[src/rtl/module_keypad_encoder.sv]
// rtl/module_keypad_encoder.sv - 4x4 matrix keypad column scanner and key encoder
module module_keypad_encoder #(
  parameter int SCAN_DIV = 50000,
  parameter int CNT_W    = 16
) (
  input  logic       clk,
  input  logic       rst,
  input  logic [3:0] row_i,
  output logic [3:0] col_o,
  output logic [3:0] key_code_o,
  output logic       key_valid_o,
  output logic       key_held_o
);

  typedef enum logic {
    ST_SCAN,
    ST_WAIT_RELEASE
  } state_t;

  localparam logic [CNT_W-1:0] CNT_LAST = CNT_W'(SCAN_DIV - 1);

  state_t           state_q, state_d;
  logic [1:0]       col_idx_q, col_idx_d;
  logic [CNT_W-1:0] cnt_q, cnt_d;
  logic [3:0]       key_code_q, key_code_d;
  logic             key_valid_q, key_valid_d;
  logic             key_held_q, key_held_d;

  logic             row_single;
  logic [1:0]       row_idx;
  logic             cnt_done;

  // Row code table for one row/column intersection; * and # map to E and F.
  function automatic logic [3:0] map_key(input logic [1:0] r, input logic [1:0] c);
    logic [3:0] code;
    case ({r, c})
      4'b00_00: code = 4'h1;
      4'b00_01: code = 4'h2;
      4'b00_10: code = 4'h3;
      4'b00_11: code = 4'hA;
      4'b01_00: code = 4'h4;
      4'b01_01: code = 4'h5;
      4'b01_10: code = 4'h6;
      4'b01_11: code = 4'hB;
      4'b10_00: code = 4'h7;
      4'b10_01: code = 4'h8;
      4'b10_10: code = 4'h9;
      4'b10_11: code = 4'hC;
      4'b11_00: code = 4'hE;
      4'b11_01: code = 4'h0;
      4'b11_10: code = 4'hF;
      default:  code = 4'hD;
    endcase
    return code;
  endfunction

  // Exactly-one-row detection and row index; multi-key samples are rejected.
  always_comb begin
    row_single = (row_i != 4'b0000) && ((row_i & (row_i - 4'd1)) == 4'b0000);
    row_idx    = 2'd0;
    case (row_i)
      4'b0010: row_idx = 2'd1;
      4'b0100: row_idx = 2'd2;
      4'b1000: row_idx = 2'd3;
      default: row_idx = 2'd0;
    endcase
    cnt_done = (cnt_q == CNT_LAST);
  end

  // Next-state logic: column dwell/sample in SCAN, quiet-window qualification in WAIT_RELEASE.
  always_comb begin
    state_d     = state_q;
    col_idx_d   = col_idx_q;
    cnt_d       = cnt_q;
    key_code_d  = key_code_q;
    key_valid_d = 1'b0;
    key_held_d  = key_held_q;
    case (state_q)
      ST_SCAN: begin
        if (cnt_done) begin
          cnt_d = '0;
          if (row_single) begin
            key_code_d  = map_key(row_idx, col_idx_q);
            key_valid_d = 1'b1;
            key_held_d  = 1'b1;
            state_d     = ST_WAIT_RELEASE;
          end else begin
            col_idx_d = col_idx_q + 2'd1;
          end
        end else begin
          cnt_d = cnt_q + 1'b1;
        end
      end
      default: begin
        if (row_i != 4'b0000) begin
          cnt_d = '0;
        end else if (cnt_done) begin
          cnt_d      = '0;
          state_d    = ST_SCAN;
          key_held_d = 1'b0;
          col_idx_d  = col_idx_q + 2'd1;
        end else begin
          cnt_d = cnt_q + 1'b1;
        end
      end
    endcase
  end

  // State and output registers with synchronous reset.
  always_ff @(posedge clk) begin
    if (rst) begin
      state_q     <= ST_SCAN;
      col_idx_q   <= 2'd0;
      cnt_q       <= '0;
      key_code_q  <= 4'h0;
      key_valid_q <= 1'b0;
      key_held_q  <= 1'b0;
    end else begin
      state_q     <= state_d;
      col_idx_q   <= col_idx_d;
      cnt_q       <= cnt_d;
      key_code_q  <= key_code_d;
      key_valid_q <= key_valid_d;
      key_held_q  <= key_held_d;
    end
  end

  assign col_o       = 4'b0001 << col_idx_q;
  assign key_code_o  = key_code_q;
  assign key_valid_o = key_valid_q;
  assign key_held_o  = key_held_q;

endmodule
[config.mk]
export PLATFORM = sky130hd
export DESIGN_NAME = module_keypad_encoder
export DESIGN_NICKNAME = d
export VERILOG_FILES = /design/src/rtl/module_keypad_encoder.sv
export SDC_FILE = /design/constraint.sdc
export NUM_CORES = 1
export LEC_CHECK = 0
export BUFFER_PORTS_ARGS = -buffer_cell sky130_fd_sc_hd__buf_2
export CORE_ASPECT_RATIO = 0.75
export CORE_MARGIN = 3
export CORE_UTILIZATION = 60
export CTS_BUF_LIST = sky130_fd_sc_hd__clkbuf_8
export DETAILED_ROUTE_END_ITERATION = 10
export GPL_TIMING_DRIVEN = 0
export PLACE_DENSITY = 0.77
export RECOVER_POWER = 25
export REMOVE_ABC_BUFFERS = 1
export SLEW_MARGIN = 20
export SYNTH_ARGS = -nofsm -noshare
export SYNTH_HDL_FRONTEND = slang
export SYNTH_SLANG_ARGS = --single-unit
[constraint.sdc]
create_clock -name clk -period 4.6 [get_ports clk]
set_input_delay 0 -clock clk [delete_from_list [all_inputs] [get_ports clk]]
set_output_delay 0 -clock clk [all_outputs]
set_load 0.02 [all_outputs]
==> flow_metrics.tcl, run 1 <==
set metrics [dict create \
    cts_setup_buffers 0 \
    viasPerCell 5.85 \
    start_util 0.684 \
    cap_violations 0 \
    synth.area.mux_share 0.0212 \
    path_clk_slew_ps 80 \
    reg2reg_from "cnt_q[0]" \
    slew_violations 0 \
    p_per_area_nw_per_um2 238 \
    dp_hpwl_um 2380 \
    wl_per_cell_um 14.4 \
    cts_inserted_buffers 3 \
    clk_latency_ps 270 \
    synth_top_area_frac 0.340 \
    min-delay-start "row_i[2]" \
    die-area_um2 3090 \
    fin_setup_tns_ps 0 \
    grt_pass1_vias 1123 \
    antenna_found_initial 0 \
    outcome "complete, no violations" \
    cts_sinks 25 \
    stdcell_count 218 \
    clockRootBuffer "clkbuf_8" \
    num_antenna_cells 0 \
    post-route-util 0.739 \
    leakagePower_nw 0.543 \
    grt_overflow 0 \
    netlist_top_cells_count "nor2_1 (26), dfxtp_1 (25), xnor2_1 (13)" \
    ys_warn_count 0 \
    place_inst 214 \
    synth-xor-area-share 0.0891 \
    peakVddDrop_mv 0.169 \
    grt_max_degree 19 \
    fin_worst_skew_ps 2.32 \
    crit_type "reg -> reg" \
    rrSetupSlack_ps 2300 \
    setup_viol 0 \
    die_h_um 48.9 \
    reg2reg_depth 5 \
    fin_area_um2 1590 \
    setup_slack_ps 2300 \
    synthAdderAreaFrac 0.0679 \
    pre_cts_ws_ps 2330 \
    io_buffers 15 \
    min_path_type "in -> reg" \
    post-route-min-period_ps 2300 \
    dpl-instance-area_um2 1560 \
    synth-simple-area-share 0.283 \
    place_congestion 0.807 \
    period_share 0.501 \
    yosysUniqueCellTypes 44 \
    num_rows 14 \
    layout-drive-gt1-share 0.0914 \
    startpoint "cnt_q[0]" \
    rsz0062_at_grt "false" \
    ys.flop_type "dfxtp_1" \
    drc 0 \
    startpoint_type "flip-flop" \
    cp-end-kind "flip-flop" \
    area_growth_pct 8.06 \
    synth-seq-area-share 0.340 \
    synth-compound-area-share 0.155 \
    htreeDepth 1 \
    totalPowerFinal_mw 0.379 \
    worstPathMaxFanout 15 \
    synth.area.top_cells "dfxtp_1 (34%), xnor2_1 (7.7%), ha_1 (6.8%), nor2_1 (6.6%), a21oi_1 (2.7%)" \
    vias 1276 \
    hold_buffers 0 \
    max_freq_mhz 434 \
    synth_edf_count 0 \
    track_usage 0.217 \
    syn_inst 175 \
    holdPathStages 3 \
    grt_pass1_wl_um 5340 \
    cts.path.max_buffers 2 \
    cts_resized 0 \
    hold_violations 0 \
    avgSynthCellArea_um2 8.42 \
    totalWireLength_um 3140 \
    die_w_um 63.2 \
    ios 16 \
    relSlewSlack 0.671 \
    core-area_um2 2150 \
    whs_ps 74.7 \
    worst_pin_slew_ps 493 \
    async_flop_share 0 \
    synth_top_family_by_area "simple AND/OR/NAND/NOR gates" \
    yosysMostFrequentCell "nor2_1" \
    finalNetCount 201 \
    first_pass_iters 4 \
    cp.required_ps 4740 \
    drtAntennaViolNets 0 \
    drt_iter0_drc 109 \
    synth_area_um2 1470 \
    fillers 197 \
    synth-seq-cells 25 \
    yosysTopAreaCell "dfxtp_1" \
    cts_tree "done" \
    cp.arrival_ps 2450 \
]
final cells by class:
class | instances | area [µm²] | share of cell area
flip-flops and latches | 25 | 500 | 0.314
repair buffers | 15 | 65.1 | 0.0408
well taps | 32 | 40.0 | 0.0251
clock inverters | 1 | 3.75 | 0.00236
multi-input cells | 133 | 908 | 0.570
inverters | 9 | 33.8 | 0.0212
clock buffers | 3 | 41.3 | 0.0259
metal layers:
layer,GRT usage,routed length [µm],up-vias
met5,0,0,-
met4,0.0824,55,0
met3,0.0461,245,7
met2,0.306,1290,42
met1,0.319,1550,571
li1,-,-,656
worst max-delay path, stage by stage, from the launching register on:
cell	delay, ps
dfxtp_1	380
ha_1	220
nand4_1	360
or4_4	700
nand2_1	410
nor2_1	110
layout by cell type (no fill, tap or decap), types with 6 or more instances in the layout:
cell and n:
o21ai_0 7, buf_2 7, nor2_1 26, nand2_1 7
dfxtp_1 25, ha_1 8, inv_1 10, nor3_1 6
clkbuf_1 8, xnor2_1 13, a21oi_1 8
path summary, 6_finish.rpt:
path,end
hold reg to reg,cnt_q[0]
setup reg to reg,cnt_q[5]
setup / recovery,cnt_q[5]
hold / removal,key_code_o[3]
where the power goes:
group          switching, mW  internal, mW  leakage, nW
combinational         0.0208        0.0111        0.314
clock                 0.0663        0.0598       0.0269
sequential           0.00232         0.219        0.202
flip-flops by register name, summed over array words and instances (netlist names):
name,count
cnt_q,16
col_idx_q,2
key_valid_o,1
key_code_o,4
state_q,1
key_held_o,1
cells by family after synthesis:
kind of cell               Yosys count
and+or+nand+nor                     74
DFF                                 25
AOI/OAI and AO/OA                   33
muxes                                3
buffers and inverters               17
adders and majority gates            8
xor gates and xnor gates            15
No activity file was read; power rests on OpenSTA's default activity.
==> inputs of run 2 (changes only) <==
--- a/config.mk
+++ b/config.mk
@@ -8,11 +8,11 @@
 export BUFFER_PORTS_ARGS = -buffer_cell sky130_fd_sc_hd__buf_2
 export CORE_ASPECT_RATIO = 0.75
 export CORE_MARGIN = 3
-export CORE_UTILIZATION = 60
+export CORE_UTILIZATION = 54
 export CTS_BUF_LIST = sky130_fd_sc_hd__clkbuf_8
 export DETAILED_ROUTE_END_ITERATION = 10
 export GPL_TIMING_DRIVEN = 0
-export PLACE_DENSITY = 0.77
+export PLACE_DENSITY = 0.73
 export RECOVER_POWER = 25
 export REMOVE_ABC_BUFFERS = 1
 export SLEW_MARGIN = 20
==> constraint.sdc (replaced) <==
create_clock -name clk -period 2.1 [get_ports clk]
set_input_delay 0 -clock clk [delete_from_list [all_inputs] [get_ports clk]]
set_output_delay 0 -clock clk [all_outputs]
set_load 0.02 [all_outputs]
==> run 2 against run 1 <==
Net effect: cell count up 3.2%; highest routed layer is now met3; clock power up 120%; total power up 120%; combinational power up 120%; critical endpoint is now state_q; design area up 5.0%; non-clock buffer count up 5; fmax up 12%; via count up 4.5%; first-iteration DRC count up 6.4%.
==> flow_metrics.tcl, run 2 (synthesis gave the netlist of run 1 again) <==
set metrics [dict create \
    min_path_type "in -> reg" \
    dp_hpwl_um 2350 \
    fin_worst_skew_ps 6.06 \
    drc 0 \
    drt_iter0_drc 116 \
    clockRootBuffer "clkbuf_8" \
    ios 16 \
    crit_type "reg -> reg" \
    final_cell_mix "nor2_1 (26), dfxtp_1 (20), xnor2_1 (13), inv_1 (10), clkbuf_1 (8)" \
    hold_violations 0 \
    cp-end-kind "flip-flop" \
    multi_input_area_um2 940 \
    whs_ps 79.3 \
    post-route-min-period_ps 2060 \
    grt_pass1_vias 1220 \
    fillers 211 \
    start_util 0.604 \
    setup_slack_ps 36.1 \
    wl_per_cell_um 15.0 \
    largest_reg_flops 16 \
    p_per_area_nw_per_um2 498 \
    grt_max_degree 19 \
    relSlewSlack 0.742 \
    die_h_um 51.2 \
    htreeDepth 1 \
    num_antenna_cells 0 \
    fin_setup_tns_ps 0 \
    outcome "complete, no violations" \
    critical_path.cell_chain "or4b_4, or4_4, or3_4, a21oi_2" \
    io_buffers 15 \
    layout-drive-gt1-share 0.173 \
    slew_violations 0 \
    finalNetCount 206 \
    grt_overflow 0 \
    worst_pin_slew_ps 382 \
    die_w_um 66.3 \
    peakVddDrop_mv 0.351 \
    cts_inserted_buffers 3 \
    cp.arrival_ps 2270 \
    first_pass_iters 4 \
    track_usage 0.212 \
    max_freq_mhz 485 \
    place_congestion 0.814 \
    startpoint_type "flip-flop" \
    cts_tree "done" \
    critical-path-max-stage-delay_ps 570 \
    setup_viol 0 \
    cp.required_ps 2310 \
    area_growth_pct 13.5 \
    place_inst 216 \
    path_clk_slew_ps 90 \
    largest-register "cnt_q" \
    cap_violations 0 \
    cts.path.max_buffers 2 \
    stdcell_count 225 \
    clk_latency_ps 270 \
    vias 1333 \
    num_rows 15 \
    cts_sinks 25 \
    final_common_cell "nor2_1" \
    slowest_stage "or4b_4" \
    rsz0062_at_grt "true" \
    grt_pass1_wl_um 5620 \
    leakagePower_nw 0.578 \
    worstPathMaxFanout 6 \
    die-area_um2 3400 \
    core-area_um2 2440 \
    antenna_found_initial 0 \
    period_share 0.983 \
    viasPerCell 5.92 \
    totalWireLength_um 3370 \
    seq_area_um2 509 \
    drtAntennaViolNets 0 \
    pre_cts_ws_ps -179 \
]
-- run 2: area by class of cell --
type,count,area share
inverter,9,0.0202
sequential,25,0.304
multi-input combinational,133,0.562
tap,34,0.0254
timing repair buffer,20,0.0613
clock buffer,3,0.0247
clock inverter,1,0.00224
-- run 2: layer usage --
layer	part of all wire	wire length, µm	vias to the layer above	global-route usage
met5	0	0	-	0
met4	0	0	0	0.0338
met3	0.070	236	0	0.0527
met2	0.45	1500	42	0.328
met1	0.48	1630	629	0.303
li1	-	-	662	-
-- run 2: report_power, final --
part	switching [mW]	internal [mW]	total (mW)	leakage, nW
combinational	0.0465	0.0249	0.0714	0.346
sequential	0.00557	0.478	0.484	0.204
clock	0.147	0.131	0.278	0.0269
-- run 2: worst max-delay path: cells and delay by family (launching register included) --
family	cells	cell delay, ps
flops	1	360
simple gates	3	1540
compound gates	1	110
-- run 2: final timing paths --
| kind | endpoint | slack (ps) | depth (start not counted) | startpoint |
|---|---|---|---|---|
| max | state_q | 40 | 4 | cnt_q[7] |
| min | state_q | 80 | 2 | rst |
| max reg2reg | state_q | 40 | 4 | cnt_q[7] |
| min reg2reg | cnt_q[0] | 440 | 1 | cnt_q[0] |
-- run 2: metrics by stage --
stage	area (µm²)	utilization	power, mW
floorplan	1440	-	0.532
global placement	1560	0.639	0.560
detailed placement	1560	0.639	0.563
CTS	1630	0.669	0.829
global route	1670	0.686	0.858
finish	1670	0.686	0.833
-- run 2: what timing repair did --
item                       4_1_cts  5_1_grt
hold buffers                     0        0
gates resized for setup          4        9
setup endpoints to repair       18        5
hold endpoints to repair         0        0
buffers inserted                 2        3
pin swaps                        0        5
